--- config.mk ---
export PLATFORM = sky130hd
export DESIGN_NAME = fibgyro_link_ctrl
export DESIGN_NICKNAME = d
export VERILOG_FILES = /design/src/rtl/fibgyro_pkg.sv /design/src/rtl/fibgyro_tmo_cnt.sv /design/src/rtl/fibgyro_link_ctrl.sv
export SDC_FILE = /design/constraint.sdc
export NUM_CORES = 1
export LEC_CHECK = 0
export CORE_ASPECT_RATIO = 1.75
export CORE_UTILIZATION = 35
export DETAILED_ROUTE_END_ITERATION = 8
export GPL_TIMING_DRIVEN = 0
export MAX_ROUTING_LAYER = met4
export PLACE_DENSITY = 0.64
export SETUP_SLACK_MARGIN = 0.15
export SLEW_MARGIN = 20
export SYNTH_ARGS = -nofsm -noshare
export SYNTH_HDL_FRONTEND = slang
export SYNTH_SLANG_ARGS = --single-unit
--- constraint.sdc ---
create_clock -name CLK -period 13.5 [get_ports CLK]
set_clock_uncertainty 0.2 [all_clocks]
set_input_delay 1.35 -clock CLK [delete_from_list [all_inputs] [get_ports CLK]]
set_output_delay 1.35 -clock CLK [all_outputs]
set_load 0.01 [all_outputs]
--- src/rtl/fibgyro_pkg.sv ---
// Shared types and constants for the fibre-gyro UART link controller.
// Pure declarations: no logic, no latency, no flow control.
package fibgyro_pkg;

  localparam int BAUD_W = 13;
  localparam logic [7:0] HDR_DEFAULT = 8'hEB;

  typedef enum logic [2:0] {
    IDLE,
    TX_WAIT,
    TX_WR,
    RX_HUNT,
    RX_RD,
    RX_CAP,
    CHECK
  } state_t;

  function automatic logic is_rx(input state_t s);
    return (s == RX_HUNT) || (s == RX_RD) || (s == RX_CAP);
  endfunction

endpackage

--- src/rtl/fibgyro_tmo_cnt.sv ---
// Response watchdog: tc is high in the cycle that completes TERM enabled counts.
// Combinational tc, clear has priority over enable; no backpressure.
module fibgyro_tmo_cnt #(
  parameter int TERM = 20000
) (
  input  logic clk,
  input  logic rst,
  input  logic clr,
  input  logic en,
  output logic tc
);

  localparam int W = $clog2(TERM + 1);

  logic [W-1:0] cnt;

  assign tc = en && !clr && (cnt == W'(TERM - 1));

  always_ff @(posedge clk or posedge rst) begin
    if (rst) begin
      cnt <= '0;
    end else if (clr) begin
      cnt <= '0;
    end else if (en) begin
      cnt <= tc ? '0 : cnt + 1'b1;
    end
  end

endmodule

--- src/rtl/fibgyro_link_ctrl.sv ---
// Gyro link: send a TX_LEN-byte command, then hunt/capture/check an RX_LEN-byte reply.
// Strobes are registered (one cycle after TXRDY/RXRDY); UART ready flags are the only backpressure.
module fibgyro_link_ctrl
  import fibgyro_pkg::*;
#(
  parameter int                TX_LEN   = 4,
  parameter int                RX_LEN   = 10,
  parameter logic [7:0]        HDR      = HDR_DEFAULT,
  parameter logic [BAUD_W-1:0] BAUD_DIV = 13'd26,
  parameter int                TMO_CYC  = 20000
) (
  input  logic                  CLK,
  input  logic                  RESET,
  input  logic                  TRIG,
  input  logic [8*TX_LEN-1:0]   TX_BUF,
  input  logic                  FLT_L,
  input  logic                  FLT_H,
  input  logic                  CLR_FLT,
  input  logic                  TXRDY,
  input  logic                  RXRDY,
  input  logic [7:0]            RX_DATA,
  output logic [BAUD_W-1:0]     BAUD_VAL,
  output logic [7:0]            UART_DATA,
  output logic                  WEN,
  output logic                  OEN,
  output logic                  EN_L,
  output logic                  EN_H,
  output logic                  TX_EN,
  output logic                  RX_EN,
  output logic [8*RX_LEN-1:0]   RX_BUF,
  output logic                  FRAME_OK,
  output logic                  CKSUM_ERR,
  output logic                  TIMEOUT,
  output logic                  BUSY,
  output logic                  FAULT
);

  localparam int TX_IW = (TX_LEN > 1) ? $clog2(TX_LEN) : 1;
  localparam int RX_IW = $clog2(RX_LEN);

  state_t                  state;
  logic [TX_LEN-1:0][7:0]  tx_cmd;
  logic [TX_IW-1:0]        tx_idx;
  logic [RX_LEN-1:0][7:0]  frm;
  logic [RX_IW-1:0]        rx_idx;
  logic                    in_frame;
  logic                    rx_armed;
  logic [7:0]              sum;
  logic                    flt_in;
  logic                    tmo_en;
  logic                    tmo_clr;
  logic                    tmo_tc;

  assign BAUD_VAL = BAUD_DIV;
  assign flt_in   = FLT_L | FLT_H;
  assign EN_L     = ~FAULT;
  assign EN_H     = ~FAULT;
  assign BUSY     = (state != IDLE);
  assign TX_EN    = (state == TX_WAIT) || (state == TX_WR);
  assign RX_EN    = is_rx(state);

  // Every captured byte restarts the inter-byte watchdog.
  assign tmo_en  = is_rx(state);
  assign tmo_clr = !tmo_en || (state == RX_CAP);

  fibgyro_tmo_cnt #(
    .TERM (TMO_CYC)
  ) u_tmo (
    .clk (CLK),
    .rst (RESET),
    .clr (tmo_clr),
    .en  (tmo_en),
    .tc  (tmo_tc)
  );

  // A fault input in the same cycle as CLR_FLT keeps the fault latched.
  always_ff @(posedge CLK or posedge RESET) begin
    if (RESET) begin
      FAULT <= 1'b0;
    end else if (flt_in) begin
      FAULT <= 1'b1;
    end else if (CLR_FLT) begin
      FAULT <= 1'b0;
    end
  end

  always_ff @(posedge CLK or posedge RESET) begin
    if (RESET) begin
      state     <= IDLE;
      WEN       <= 1'b1;
      OEN       <= 1'b1;
      UART_DATA <= '0;
      RX_BUF    <= '0;
      FRAME_OK  <= 1'b0;
      CKSUM_ERR <= 1'b0;
      TIMEOUT   <= 1'b0;
      tx_cmd    <= '0;
      tx_idx    <= '0;
      frm       <= '0;
      rx_idx    <= '0;
      in_frame  <= 1'b0;
      rx_armed  <= 1'b0;
      sum       <= '0;
    end else begin
      WEN       <= 1'b1;
      OEN       <= 1'b1;
      FRAME_OK  <= 1'b0;
      CKSUM_ERR <= 1'b0;
      TIMEOUT   <= 1'b0;
      // A byte is read only once RXRDY has dropped since the previous read.
      if (!RXRDY) begin
        rx_armed <= 1'b1;
      end

      if (flt_in) begin
        state <= IDLE;
      end else if (tmo_tc) begin
        TIMEOUT <= 1'b1;
        state   <= IDLE;
      end else begin
        case (state)
          IDLE: begin
            if (TRIG && !FAULT) begin
              tx_cmd <= TX_BUF;
              tx_idx <= '0;
              state  <= TX_WAIT;
            end
          end
          TX_WAIT: begin
            if (TXRDY) begin
              UART_DATA <= tx_cmd[tx_idx];
              WEN       <= 1'b0;
              state     <= TX_WR;
            end
          end
          TX_WR: begin
            if (tx_idx == TX_IW'(TX_LEN - 1)) begin
              rx_idx   <= '0;
              in_frame <= 1'b0;
              sum      <= '0;
              state    <= RX_HUNT;
            end else begin
              tx_idx <= tx_idx + 1'b1;
              state  <= TX_WAIT;
            end
          end
          RX_HUNT: begin
            if (RXRDY && rx_armed) begin
              OEN      <= 1'b0;
              rx_armed <= 1'b0;
              state    <= RX_RD;
            end
          end
          RX_RD: begin
            state <= RX_CAP;
          end
          RX_CAP: begin
            state <= RX_HUNT;
            if (!in_frame) begin
              if (RX_DATA == HDR) begin
                frm[0]   <= RX_DATA;
                rx_idx   <= RX_IW'(1);
                in_frame <= 1'b1;
                sum      <= '0;
              end
            end else begin
              frm[rx_idx] <= RX_DATA;
              if (rx_idx == RX_IW'(RX_LEN - 1)) begin
                state <= CHECK;
              end else begin
                sum    <= sum + RX_DATA;
                rx_idx <= rx_idx + 1'b1;
              end
            end
          end
          CHECK: begin
            if (frm[RX_LEN-1] == sum) begin
              RX_BUF   <= frm;
              FRAME_OK <= 1'b1;
            end else begin
              CKSUM_ERR <= 1'b1;
            end
            state <= IDLE;
          end
          default: state <= IDLE;
        endcase
      end
    end
  end

endmodule

==> flow_summary.toml <==
[status]
status = "complete, no violations"

[timing]
post-route-period-util = 0.291
fin_hold_ws_ns = 0.282
fin_setup_tns_ns = 0
maxSlewHeadroom = 0.384
final-setup-viol-count = 0
worst_pin_slew_ns = 0.924
fin_crit_ns = 3.92
finalHoldViolCount = 0
final_max_slew_viol_count = 0
timing.fmax_mhz = 255
rsz0062_at_grt = "no"

[global_route]
grt_util_all_layers = 0.166
antenna_found_initial = 0
grt_pass1_vias = 6526
grt_pass1_wl_um = 35900
grt_max_degree = 105
globalRoute.totalOverflow = 0

[clock_network]
clock-sinks = 240
cts_tree = "built"
cts_buffers = 24
htreeDepth = 1
clk_pin_slew_ns = 0.06
clock_latency_ns = 0.53
cts-root-buf = "clkbuf_16"
post_cts_buffers = 0
cts_resized = 0
cts.path.max_buffers = 3
hold_buffers = 0

[synth]
yosys-top-cells-count = "dfrtp_1 (238), mux2_2 (183), nand2_1 (31)"
ys_top_cells_by_area = "dfrtp_1 (59%), mux2_2 (20%), mux4_2 (1.8%), ha_1 (1.6%), xnor2_1 (1.4%)"
ys_warn_count = 0
synth_top_area_frac = 0.587
synthCells = 718
yosysSeqAreaShare = 0.592
syn_avg_cell_area_um2 = 14.1
synth-edff-count = 0
synth.largest_area_cell = "dfrtp_1"
async_reset_ff_frac = 1.00
synth_seq_cells = 240
synth_most_common_cell = "dfrtp_1"
synthDistinctLibCells = 56
synthFlopType = "dfrtp_1"
syn_area_um2 = 10100

[hold_path]
hold-path-cell-count = 1
min_to = "u_tmo.cnt[0]"
hold_start = "u_tmo.cnt[0]"
min_path_type = "flip-flop to flip-flop"

[floorplanning]
pin_count = 160
row_count = 82
fp.dieH_um = 227
die_area_um2 = 29700
start_util = 0.356
coreArea_um2 = 28500
die_x_um = 131

[finish]
layout.nets = 965
area_delta_synth_final_pct = 28.9
insertedDiodeCount = 0
layout-drive-gt1-share = 0.298

[placement]
globalplace.congestion = 0.790
io_buffer_count = 146
hpwl_um = 16200

[setup_path]
critPathMaxStageDelay_ns = 0.52
worstPathCellList = "buf_2 -> nand3b_1 -> a21boi_1 -> nand2_1 -> clkdlybuf4s50_1"
crit_type = "flip-flop to output pin"
rr_endpoint = "RX_BUF[48]"
crit_fanout = 10
r2r-start = "frm[72]"
ff2ff_setup_slack_ns = 10.83
cp.required_ns = 11.95
worstSetupStartpointType = "flip-flop"
cp-end-kind = "output pin"
critical_path.slowest_cell = "clkdlybuf4s50_1"
r2r.worst_path.cells = 5
cp.arrival_ns = 2.37

[detailed_routing]
avgRoutedWirePerCell_um = 17.9
viasPerCell = 4.73
num_vias = 6135
drc = 0
drt_pass1_iterations = 4
wl_um = 23200
drt_iter0_markers = 179
ant_nets = 0

[power_and_ir_drop]
power_leakage_nw = 6.13
ir_drop_v = 0.000102
power_density_nw_per_um2 = 123
total_power_w = 0.00160

[run]
maxCapViolations = 0
## flip-flops by register name, indices dropped and copies added (netlist names), 2 cells and up
name       count
u_tmo.cnt     15
tx_idx         2
rx_idx         4
frm           80
tx_cmd        32
sum            8
UART_DATA      8
state          3
RX_BUF        80
## layout make-up
class / count / area [µm²]
fillers: 2695 / 15400
flip-flops and latches: 240 / 6010
multi-input cells: 433 / 3880
repair buffers: 148 / 1520
clock buffers: 33 / 686
well taps: 378 / 473
plain buffers: 46 / 267
clock inverters: 10 / 206
inverters: 10 / 45.0
## worst max path at each step
| stage | from | to | slack [ns] | cells after the start |
|---|---|---|---|---|
| floorplan | RESET | CKSUM_ERR | 5.37 | 1 |
| global placement | RESET | frm[50] | 2.11 | 2 |
| detailed placement | FLT_H | RX_BUF[48] | 9.14 | 6 |
| CTS | state[0] | RX_EN | 9.53 | 5 |
| global route | state[0] | RX_EN | 9.40 | 5 |
| finish | state[0] | RX_EN | 9.58 | 5 |
## cells in the final DEF, fill, tap and decap left out, types with 15 or more instances in the layout
master,instances
nand2_1,31
clkbuf_16,25
dfrtp_1,238
o21ai_0,17
buf_4,15
nor2_1,30
xnor2_1,16
mux2_2,183
clkbuf_1,19
clkdlybuf4s50_1,146
## per-layer routing
metal / GRT usage / part of all wire / up-vias
met1: 0.183 / 0.39 / 3086
met5: - / 0 / -
met4: 0.0645 / 0.028 / 0
met2: 0.294 / 0.53 / 142
met3: 0.0296 / 0.049 / 27
li1: - / - / 2880
## worst max-delay path: cells and delay by family (launching register included)
family                 cells  cell delay [ns]
AO/OA/AOI/OAI              1             0.46
flip-flops                 1             0.41
buffers and inverters      2             0.71
AND/OR/NAND/NOR            2             0.27
## kinds of logic after synthesis
| group | share of synthesized area |
|---|---|
| other | 0.000740 |
| XOR/XNOR | 0.0224 |
| AND/OR/NAND/NOR | 0.0601 |
| adder cells (fa/ha/maj) | 0.0180 |
| multiplexers | 0.244 |
| buffers and inverters | 0.0300 |
| AO/OA/AOI/OAI | 0.0330 |
| flip-flops | 0.592 |
## power by group
group / internal [W] / switching [W] / leakage [nW]
combinational: 0.0000520 / 0.0000440 / 2.42
clock: 0.000471 / 0.000280 / 0.438
sequential: 0.000745 / 0.0000135 / 3.27
total: 0.00127 / 0.000337 / 6.13
## per-stage QoR
stage | setup WS (ns) | utilization | area [µm²] | instances
2_1_floorplan | 5.37 | - | 10200 | 729
3_3_place_gp | 2.11 | 0.425 | 12100 | 1253
3_5_place_dp | 9.14 | 0.427 | 12200 | 1255
4_1_cts | 9.53 | 0.459 | 13100 | 1298
5_1_grt | 9.40 | 0.459 | 13100 | 1298
6_report | 9.58 | 0.459 | 13100 | 1298
Note: power is estimated with default switching activity, not from simulation.
